[config.mk]
export PLATFORM = sky130hd
export DESIGN_NAME = key_event_queue
export DESIGN_NICKNAME = d
export VERILOG_FILES = /design/src/rtl/key_event_queue.sv
export SDC_FILE = /design/constraint.sdc
export NUM_CORES = 1
export LEC_CHECK = 0
export ABC_AREA = 1
export ABC_CLOCK_PERIOD_IN_PS = 3900
export CAP_MARGIN = 20
export CORE_AREA = 2 2 60 62
export DETAILED_ROUTE_END_ITERATION = 8
export DIE_AREA = 0 0 62 64
export GPL_TIMING_DRIVEN = 0
export PLACE_DENSITY = 0.69
export SLEW_MARGIN = 30
export SYNTH_ARGS = -nofsm -noshare
export SYNTH_HDL_FRONTEND = slang
export SYNTH_SLANG_ARGS = --single-unit
[constraint.sdc]
create_clock -name clk -period 3.9 [get_ports clk]
set_input_delay 0.585 -clock clk [delete_from_list [all_inputs] [get_ports clk]]
set_output_delay 0.585 -clock clk [all_outputs]
set_load 0.005 [all_outputs]
[src/rtl/key_event_queue.sv]
// PS/2 set-2 decoder for three "lane" keys feeding a small show-ahead event FIFO.
// Presses of a lane key (not typematic repeats) are queued; releases only clear held.
module key_event_queue #(
  parameter logic [7:0] KEY_ONE   = 8'h1C,
  parameter logic [7:0] KEY_TWO   = 8'h1B,
  parameter logic [7:0] KEY_THREE = 8'h23,
  parameter int         DEPTH     = 4
) (
  input  logic                     clk,
  input  logic                     reset,
  input  logic                     code_valid,
  input  logic [7:0]               code,
  input  logic                     ev_pop,
  output logic                     ev_valid,
  output logic [1:0]               ev_lane,
  output logic [$clog2(DEPTH):0]   ev_count,
  output logic [2:0]               held,
  output logic                     overflow
);

  localparam int PW = $clog2(DEPTH);
  localparam int CW = PW + 1;

  localparam logic [7:0] BREAK_PREFIX = 8'hF0;
  localparam logic [7:0] EXT_PREFIX   = 8'hE0;

  typedef enum logic [1:0] {IDLE, BRK, EXT, EXT_BRK} state_t;

  state_t          state;
  logic [1:0]      mem [DEPTH];
  logic [PW-1:0]   wr_ptr;
  logic [PW-1:0]   rd_ptr;
  logic [CW-1:0]   count;

  logic            key_hit;
  logic [1:0]      key_lane;
  logic            press;
  logic            fifo_full;
  logic            pop_ok;
  logic            do_push;
  logic            drop;

  always_comb begin
    key_hit  = 1'b1;
    key_lane = 2'd0;
    if (code == KEY_ONE)
      key_lane = 2'd0;
    else if (code == KEY_TWO)
      key_lane = 2'd1;
    else if (code == KEY_THREE)
      key_lane = 2'd2;
    else
      key_hit = 1'b0;
  end

  // A press is a fresh make code seen from IDLE; repeats of a held key are not events.
  assign press     = code_valid && (state == IDLE) && key_hit && !held[key_lane];
  assign fifo_full = (count == CW'(DEPTH));
  assign pop_ok    = ev_pop && (count != '0);
  assign do_push   = press && (!fifo_full || pop_ok);
  assign drop      = press && fifo_full && !pop_ok;

  always_ff @(posedge clk) begin
    if (reset) begin
      state    <= IDLE;
      held     <= 3'b000;
      wr_ptr   <= '0;
      rd_ptr   <= '0;
      count    <= '0;
      overflow <= 1'b0;
      for (int i = 0; i < DEPTH; i++)
        mem[i] <= 2'd0;
    end else begin
      if (code_valid) begin
        case (state)
          IDLE: begin
            if (code == BREAK_PREFIX)
              state <= BRK;
            else if (code == EXT_PREFIX)
              state <= EXT;
            else if (key_hit)
              held[key_lane] <= 1'b1;
          end
          BRK: begin
            if (code != BREAK_PREFIX) begin
              state <= IDLE;
              if (key_hit)
                held[key_lane] <= 1'b0;
            end
          end
          EXT: begin
            if (code == BREAK_PREFIX)
              state <= EXT_BRK;
            else
              state <= IDLE;
          end
          default: state <= IDLE;
        endcase
      end

      if (do_push) begin
        mem[wr_ptr] <= key_lane;
        wr_ptr      <= wr_ptr + PW'(1);
      end
      if (pop_ok)
        rd_ptr <= rd_ptr + PW'(1);

      if (do_push && !pop_ok)
        count <= count + CW'(1);
      else if (!do_push && pop_ok)
        count <= count - CW'(1);

      if (drop)
        overflow <= 1'b1;
    end
  end

  assign ev_lane  = mem[rd_ptr];
  assign ev_count = count;
  assign ev_valid = (count != '0);

endmodule

==> results, run 1 <==
- The flow ran to the end, and the final reports show no timing, DRC or antenna violations.
- The first-pass GRT wire length is 3898 µm.
- Summing the areas of all fa, ha and maj instances in the mapped netlist gives 2.544% of the synthesized area.
- Together, buffers and inverters on the worst path number 2.
- The placer's final routability congestion estimate is 0.7703.
- The power density relative to cell area is 407.4 nW/µm².
- The average wire per cell in the routed design is 9.186 µm.
- Timing would allow up to 0.3581 GHz.
- The die footprint is 3968 µm².
- For this design, the slowest cell found on the critical path is sky130_fd_sc_hd__clkdlybuf4s50_1.
- On the worst path, the slowest cell contributes a delay of 500 ps.
- The share of the core filled with cells in the final layout is 47.89%.
- The peak supply drop is 0.0003433 V.
- Sequential elements use 42.27% of the synthesized area.
- Each instance of the synthesized netlist takes up on average 7.478 µm².
- The clock tree root driver cell is sky130_fd_sc_hd__clkbuf_4.
- For the finished layout, the period the worst path requires is 2792 ps.
- The detailed-route vias per instance is 4.603.
- The number of enable flip-flop cells after synthesis is 8.
- The post-synthesis register bit count is 23.
- The final setup skew is 13.38 ps.
- The repair_antennas step left the layout with diodes totalling 0.
- The cell type with the largest total area after synthesis is sky130_fd_sc_hd__dfxtp_1.
- The overall power is 0.6408 mW.
- The total routing resource utilization after global routing is 12.83%.
- TritonCTS built the clock tree.
- The worst-path maximum fanout is 8.
- The via count of the first global-routing pass is 965.
- Sorting the synthesized cells by area gives the leading types as sky130_fd_sc_hd__dfxtp_1 (23%), sky130_fd_sc_hd__edfxtp_1 (19%), sky130_fd_sc_hd__nand2_1 (8.2%).
- The number of buffers added on ports is 21.
- The first-pass iteration count of the detailed router is 4.
- Counting flops with an async set or reset pin after synthesis yields a share of 0%.
- Counting every sink on the clock net gives 23.
- After synthesis, the most frequently instantiated cells are sky130_fd_sc_hd__nand2_1 (28), sky130_fd_sc_hd__nor2_1 (28), sky130_fd_sc_hd__inv_1 (27).
- The buffer depth of the longest clock path is 2.
- After synthesis, the largest family of logic cells by area is simple AND/OR/NAND/NOR gates.
- The simple-gate share of the synthesized area is 34.44%.
- The aggregate global routing overflow is 0.
- The signal on the critical path passes through clkdlybuf4s50_1, nand2_1, nor2_2, nand2_2, nand3_2, nand3_4, nor2_8, ha_1, inv_1, fa_1, a21oi_1, o21ai_0, o21ai_0, a21oi_1.
- The final routed DRC violation total is 0.
- The final count of pins violating max slew is 0.
- The setup path with the least slack is of type input pin to flip-flop.
- The number of levels the H-tree was split into is 1.
- Relative to the synthesized area, the layout overhead comes to 22.99%.
- The width of the chip is 62 µm.
- After clock tree synthesis, the repair step resized 0 gates.
- Timing analysis after detailed placement gives a worst setup slack of 757.2 ps.
- In the synthesized netlist, the number of instances is 171.
- Headroom to the max-slew limit came out at 71.45%.
- Setup violations remaining at the end of the flow were counted as 0.
- The tool flagged a number of max-cap violations equal to 0.
- After synthesis, the share of cell area in mux cells is 0%.
- In this run the vertical extent of the chip is 64 µm.
- The top cell type by area accounts for 23.48% of the synthesized area.
- The clock insertion delay at the later pin of the skew report is 300 ps.
- The number of different library cells used by synthesis comes to 26.
- The wire-length estimate of the detail-placed layout is 1816 µm.
- The number of placement rows is 21.
- The analysis attributes to cell leakage a power of 0.6283 nW.
- The total negative setup slack is 0 ps.
- The total number of vias is 1114.
- The detailed router's first-iteration violation count is 16.
- For the pin with the worst max-slew slack, the measured transition is 428.2 ps.
- The final net count is 211.
- The area of the placeable core is 3284 µm².
- The final hold violation count came to 0.
- After synthesis the cells add up to 1279 µm².
- The critical path startpoint category is an input pin.
- Of the cells placed in the final design, the portion with a size suffix greater than 1 is 10.71%.
- The initial antenna violation count was 0.
- The combinational share of power is 36.1%.
- The largest net degree at the start of global routing is 13.
- Net switching is 31.90% of the power.
- During I/O placement, the number of pins put on the boundary was 22.
- In this run the post-CTS setup repair buffer count came out at 0.
- The power dissipated by switching net loads is 0.2044 mW.
- The number of clock buffers inserted by TritonCTS is 3.
- The cell family contributing the most delay on the critical path is simple AND/OR/NAND/NOR gates.
- The compound-gate portion of the synthesized area is 10.96%.
- After Yosys synthesis, XOR and XNOR cells account for 0.6849% of the synthesized area.
- The initial core utilization is 38.93%.
- The count of nets left with antenna violations once routing finished came out at 0.
- Setup repair after global routing left no endpoint under its margin.
- The internal portion of total power is 0.4364 mW.
- STA classifies the critical path endpoint as a flip-flop.
- The required time of the worst setup path is 4110 ps.
- Wires add up to 2223 µm.
- Data on the critical path arrives at its endpoint at 3000 ps.
- The number of nets produced by synthesis is 185.
- The final critical-path setup slack is 1108 ps.
- The final critical path takes up 71.60% of the cycle.
- After clock tree synthesis, the flow added hold-fix buffers numbering 0.
- The clock power share is 16.2%.
- The share of total power dissipated in sequential elements is 47.7%.
- The path category of the worst min-delay check is flip-flop to flip-flop.
- The CTS clock-pin slew for the worst setup and hold paths is 120 ps.
- For this run, the number of Yosys warnings is 0.
- The flip-flop cell with the highest count after synthesis is sky130_fd_sc_hd__dfxtp_1.
metal layers:
| metal | vias up | global-route usage (%) | share of wire, % |
|---|---|---|---|
| met5 | - | 0 | 0 |
| met4 | 0 | 2.394 | 0.58 |
| met3 | 2 | 4.251 | 4.0 |
| met2 | 23 | 19.79 | 45 |
| met1 | 493 | 17.43 | 51 |
| li1 | 596 | - | - |
layout make-up:
type                       instances  area (µm²)
clock buffer                       4       26.28
inverter                          30       112.6
tap                               46       57.56
buffer                             1       3.754
multi-input combinational        117       621.8
sequential                        23       540.5
fill                             337        1712
timing repair buffer              21       210.2
per-stage QoR:
step / area, µm² / std cells / hold slack (ps)
floorplan: 1279 / 171 / 436.2
global placement: 1546 / 238 / 460.5
detailed placement: 1546 / 238 / 463.6
CTS: 1573 / 242 / 490.5
global route: 1573 / 242 / 515.7
finish: 1573 / 242 / 481.0
layout by cell type, fill, tap and decap left out, types with 2 or more instances in the layout:
| cell | netlist | final |
|---|---|---|
| sky130_fd_sc_hd__nor3_1 | 5 | 5 |
| sky130_fd_sc_hd__o21ai_0 | 12 | 12 |
| sky130_fd_sc_hd__clkdlybuf4s50_1 | 0 | 21 |
| sky130_fd_sc_hd__nand3_2 | 2 | 2 |
| sky130_fd_sc_hd__edfxtp_1 | 8 | 8 |
| sky130_fd_sc_hd__nand2_2 | 4 | 4 |
| sky130_fd_sc_hd__nand3_1 | 9 | 9 |
| sky130_fd_sc_hd__o22ai_1 | 2 | 2 |
| sky130_fd_sc_hd__nor2_1 | 28 | 28 |
| sky130_fd_sc_hd__nand4_1 | 2 | 2 |
| sky130_fd_sc_hd__clkbuf_1 | 1 | 2 |
| sky130_fd_sc_hd__nand2_1 | 28 | 28 |
| sky130_fd_sc_hd__o21ai_1 | 2 | 2 |
| sky130_fd_sc_hd__inv_2 | 3 | 3 |
| sky130_fd_sc_hd__dfxtp_1 | 15 | 15 |
| sky130_fd_sc_hd__a21oi_1 | 10 | 10 |
| sky130_fd_sc_hd__inv_1 | 27 | 27 |
| sky130_fd_sc_hd__nor2_2 | 3 | 3 |
| sky130_fd_sc_hd__nor2_4 | 2 | 2 |
| sky130_fd_sc_hd__clkbuf_4 | 0 | 3 |
path summary, 6_finish.rpt:
kind | depth (start not counted) | to | startpoint | slack [ps]
worst min register to register | 2 | flip-flop | flip-flop | 480
worst max-delay path | 14 | ev_count[2]$_SDFFE_PP0P_ | code[5] | 1110
worst min-delay path | 2 | flip-flop | flip-flop | 480
worst max register to register | 13 | ev_count[2]$_SDFFE_PP0P_ | ev_count[0]$_SDFFE_PP0P_ | 1600
logic make-up (layout without fill, tap and decap cells):
group                    Yosys count  after routing
AND/OR/NAND/NOR                   87             87
XOR/XNOR                           1              1
AO/OA/AOI/OAI                     27             27
adder cells (fa/ha/maj)            2              2
buffers and inverters             31             56
flip-flops                        23             23
worst reg2reg max path: stages, from the launching register on:
cell,delay [ps]
sky130_fd_sc_hd__dfxtp_1,430
sky130_fd_sc_hd__nor2_1,80
sky130_fd_sc_hd__nand2_1,110
sky130_fd_sc_hd__nand2_1,90
sky130_fd_sc_hd__nand3_1,100
sky130_fd_sc_hd__inv_1,100
sky130_fd_sc_hd__nor2_8,190
sky130_fd_sc_hd__ha_1,170
sky130_fd_sc_hd__inv_1,60
sky130_fd_sc_hd__fa_1,370
sky130_fd_sc_hd__a21oi_1,140
sky130_fd_sc_hd__o21ai_0,120
sky130_fd_sc_hd__o21ai_0,180
sky130_fd_sc_hd__a21oi_1,50
power groups by stage:
stage	registers [mW]	logic, mW	clock network, mW
final	0.305	0.232	0.104
after global routing	0.311	0.264	0.122
after CTS	0.306	0.235	0.110
after detailed placement	0.312	0.234	0
after global placement	0.312	0.230	0
after floorplan	0.309	0.130	0
Power figures use the tool's default switching activity.
==> run 2, diff against run 1 <==
- ABC_CLOCK_PERIOD_IN_PS: 3900 -> 2760
- clock period: 3.9 -> 2.76 ns (I/O delays scaled with it)
==> run 2 against run 1 <==
Critical path depth stayed put. Largest power group unchanged. Worst setup slack lost 820 ps. Clock skew shrank 1.0 ps. Clock-buffer cell count is the same. Total power grew 42%. Sequential power increased by 42%. Routed wire length increased by 0.94%. Utilization rose by 0.69 points. Critical endpoint unchanged. Via count decreased by 0.18%. Critical path type unchanged. Cell area is 1.4% higher. Flip-flop and latch count did not move.
==> results, run 2 (same netlist as run 1, synthesis figures left out) <==
- Run status: finished clean (unchanged).
- The number of buffers added on ports is 21 (unchanged).
- The internal portion of total power is 0.6170 mW (was 0.4364 mW).
- The origin of the critical flop-to-flop path is state[1]$_SDFFE_PP0P_ (was ev_count[0]$_SDFFE_PP0P_).
- The average wire per cell in the routed design is 9.235 µm (was 9.186 µm).
- The worst path in the final design needs a cycle of 2470 ps, including I/O delays and setup.
- The number of instances on the worst hold path is 2 (unchanged).
- The final wirelength was 2244 µm (was 2223 µm).
- The length in cells of the worst reg-to-reg path came to 12 (was 13).
- The critical path startpoint category is an input pin (unchanged).
- The first-pass iteration count of the detailed router was 5 (was 4).
- The final net count is 212 (was 211).
- The die footprint is 3968 µm² (unchanged).
- The clock insertion delay at the later pin of the skew report is 300 ps (about the same).
- The largest net degree at the start of global routing is 13 (unchanged).
- The sequential fraction of design power is 47.5% (was 47.7%).
- The final count of pins violating max slew came to 0 (unchanged).
- The total number of vias is 1112 (was 1114).
- The aggregate global routing overflow is 0 (unchanged).
- The area added between synthesis and finish is 24.76% (was 22.99%).
- The placer's final routability congestion estimate came to 0.7703 (unchanged).
- The path category of the worst min-delay check is flip-flop to flip-flop (unchanged).
- The endpoint arrival time on the critical path is 2680 ps (was 3000 ps).
- The final-layout fill cell count is 335 (was 337).
- The buffer depth of the longest clock path is 2 (unchanged).
- The final antenna diode count came to 0 (unchanged).
- The power dissipated by switching net loads came to 0.2923 mW (was 0.2044 mW).
- The peak supply drop was 0.0004884 V (was 0.0003433 V).
- The kind of capture point of the worst setup path is a flip-flop (unchanged).
- The critical path class was input pin to flip-flop (unchanged).
- The total routing resource utilization after global routing is 12.83% (unchanged).
- The post-route non-filler standard cell count was 243 (was 242).
- Of the available clock period, the critical path in the final layout requires 89.48%.
- The number of sinks on the clock net came to 23 (unchanged).
- The top achievable clock speed is 0.4049 GHz.
- The final setup skew is 12.36 ps (was 13.38 ps).
- The number of hold buffers added after cts is 0 (unchanged).
- The relative max-transition margin came to 71.33% (was 71.45%).
- The via count of the first global-routing pass is 965 (unchanged).
- The endpoint of the worst register-to-register path is ev_count[2]$_SDFFE_PP0P_ (unchanged).
- The number of levels the H-tree was split into is 1 (unchanged).
- The placed instance count came to 238 (unchanged).
- The die height is 64 µm (unchanged).
- The final setup violation count is 0 (unchanged).
- The width of the chip is 62 µm (unchanged).
- The CTS clock-pin slew for the worst setup and hold paths was 120 ps (about the same).
- The worst-path maximum fanout is 8 (unchanged).
- The detailed-route vias per instance came to 4.576 (was 4.603).
- The reg-to-reg setup timing slack is 600 ps (was 1600 ps).
- The final critical-path setup slack is 290.3 ps (was 1108 ps).
- The slew at the pin with the worst max-slew slack is 430.0 ps (was 428.2 ps).
- The switching share of power is 32.14% (was 31.90%).
- The final routed DRC violation total is 0 (unchanged).
- The combinational share of power is 36.3% (was 36.1%).
- The number of clock buffers inserted by TritonCTS is 3 (unchanged).
- RSZ-0062 raised after global routing: no (unchanged).
- The leakage component of the power is 0.6601 nW (was 0.6283 nW).
- Most frequent cells in the layout: sky130_fd_sc_hd__nor2_1 (28), sky130_fd_sc_hd__nand2_1 (28), sky130_fd_sc_hd__inv_1 (27) (unchanged).
- The number of placement rows came to 21 (unchanged).
- The detailed router's first-iteration violation count was 16 (unchanged).
- The power density relative to cell area is 570.0 nW/µm² (was 407.4 nW/µm²).
- The initial antenna violation count is 0 (unchanged).
- The area of the placeable core came to 3284 µm² (unchanged).
- The share of cells above drive strength 1 came to 11.17% (was 10.71%).
- The share of the core filled with cells in the final layout is 48.57% (was 47.89%).
- The post-placement setup slack was -211.8 ps (was 757.2 ps).
- The initial core utilization is 38.93% (unchanged).
- The CTS tree is built (unchanged).
- The post-DP HPWL is 1816 µm (unchanged).
- The total of max-cap violations is 0 (unchanged).
- The clock power share came to 16.2% (about the same).
- The first-pass GRT wire length is 3898 µm (unchanged).
- The count of pins on the block boundary came to 22 (unchanged).
- The count of antenna-violating nets left after detailed routing was 0 (unchanged).
- The required time of the worst setup path is 2970 ps (was 4110 ps).
- The final hold violation count is 0 (unchanged).
- The clock tree root driver cell is sky130_fd_sc_hd__clkbuf_4 (unchanged).
run 2: changes by cell type in the layout (fill, tap and decap cells not counted), sizes merged:
| cell | delta |
|---|---|
| buf | +1 |
run 2: timing repair:
| action | in CTS | in global routing |
|---|---|---|
| setup endpoints to repair | 0 | 1 |
| setup buffers | 0 | 1 |
| gates resized for setup | 0 | 4 |
run 2: power by group through the flow:
stage	Combinational [mW]	Clock, mW	Sequential, mW
CTS	0.332	0.155	0.433
global placement	0.326	0	0.441
global route	0.376	0.172	0.440
finish	0.330	0.147	0.432
detailed placement	0.331	0	0.441
floorplan	0.184	0	0.437
run 2: cell type report:
cell class | instances | area (µm²) | area share, %
timing repair buffer | 22 | 217.7 | 13.65
multi-input combinational | 117 | 636.9 | 39.92
buffer | 1 | 3.754 | 0.2353
inverter | 30 | 112.6 | 7.059
clock buffer | 4 | 26.28 | 1.647
tap | 46 | 57.56 | 3.608
sequential | 23 | 540.5 | 33.88
run 2: routing by layer:
layer  global-route usage [%]  part of all wire, %  vias to the layer above
met5                        0                    0                        -
met4                    2.394                 0.58                        0
met3                    4.251                  3.8                        2
met2                    19.79                   45                       21
met1                    17.43                   51                      491
li1                         -                    -                      598
run 2: metrics by stage:
| step | hold slack (ps) | total power [mW] | cell area (µm²) | TNS, ps |
|---|---|---|---|---|
| 3_3_place_gp | 460.5 | 0.7665 | 1546 | -140.7 |
| 3_5_place_dp | 463.6 | 0.7718 | 1546 | -211.8 |
| 4_1_cts | 490.5 | 0.9206 | 1573 | 0 |
| 5_1_grt | 515.3 | 0.9874 | 1595 | 0 |
| 2_1_floorplan | 436.2 | 0.6207 | 1279 | 0 |
| 6_report | 482.6 | 0.9093 | 1595 | 0 |
run 2: critical path: stages:
cell and delay (ps):
sky130_fd_sc_hd__clkdlybuf4s50_1 500, sky130_fd_sc_hd__nand2_2 90, sky130_fd_sc_hd__nor2_2 190, sky130_fd_sc_hd__nand2_4 110, sky130_fd_sc_hd__nand3_2 110, sky130_fd_sc_hd__nand3_4 90
sky130_fd_sc_hd__nor2_8 120, sky130_fd_sc_hd__ha_1 140, sky130_fd_sc_hd__inv_1 60, sky130_fd_sc_hd__fa_1 370, sky130_fd_sc_hd__a21oi_1 140, sky130_fd_sc_hd__o21ai_0 130
sky130_fd_sc_hd__o21ai_1 150, sky130_fd_sc_hd__a21oi_1 50
run 2: worst max-delay path by stage:
| stage | from | to | depth (start not counted) |
|---|---|---|---|
| 6_report | code[0] | ev_count[2]$_SDFFE_PP0P_ | 14 |
| 5_1_grt | code[7] | ev_count[2]$_SDFFE_PP0P_ | 15 |
| 4_1_cts | code[3] | ev_count[2]$_SDFFE_PP0P_ | 15 |
| 3_5_place_dp | code[3] | ev_count[2]$_SDFFE_PP0P_ | 15 |
| 3_3_place_gp | code[3] | ev_count[2]$_SDFFE_PP0P_ | 15 |
| 2_1_floorplan | code[7] | ev_count[2]$_SDFFE_PP0P_ | 14 |
==> run 3, diff against run 2 <==
- ABC_CLOCK_PERIOD_IN_PS: 2760 -> 3000
- clock period: 2.76 -> 3 ns (I/O delays scaled with it)
==> results of run 3 <==
Same layout as run 1 (identical final DEF). Status: finished clean.
Main changes from that run: setup slack after placement 757.2 ps -> -7.844 ps; setup slack after layout 1108 ps -> 342.8 ps; register-to-register setup slack 1600 ps -> 700 ps; total power 0.6408 mW -> 0.8330 mW; worst IR drop on VDD 0.0003433 V -> 0.0004463 V
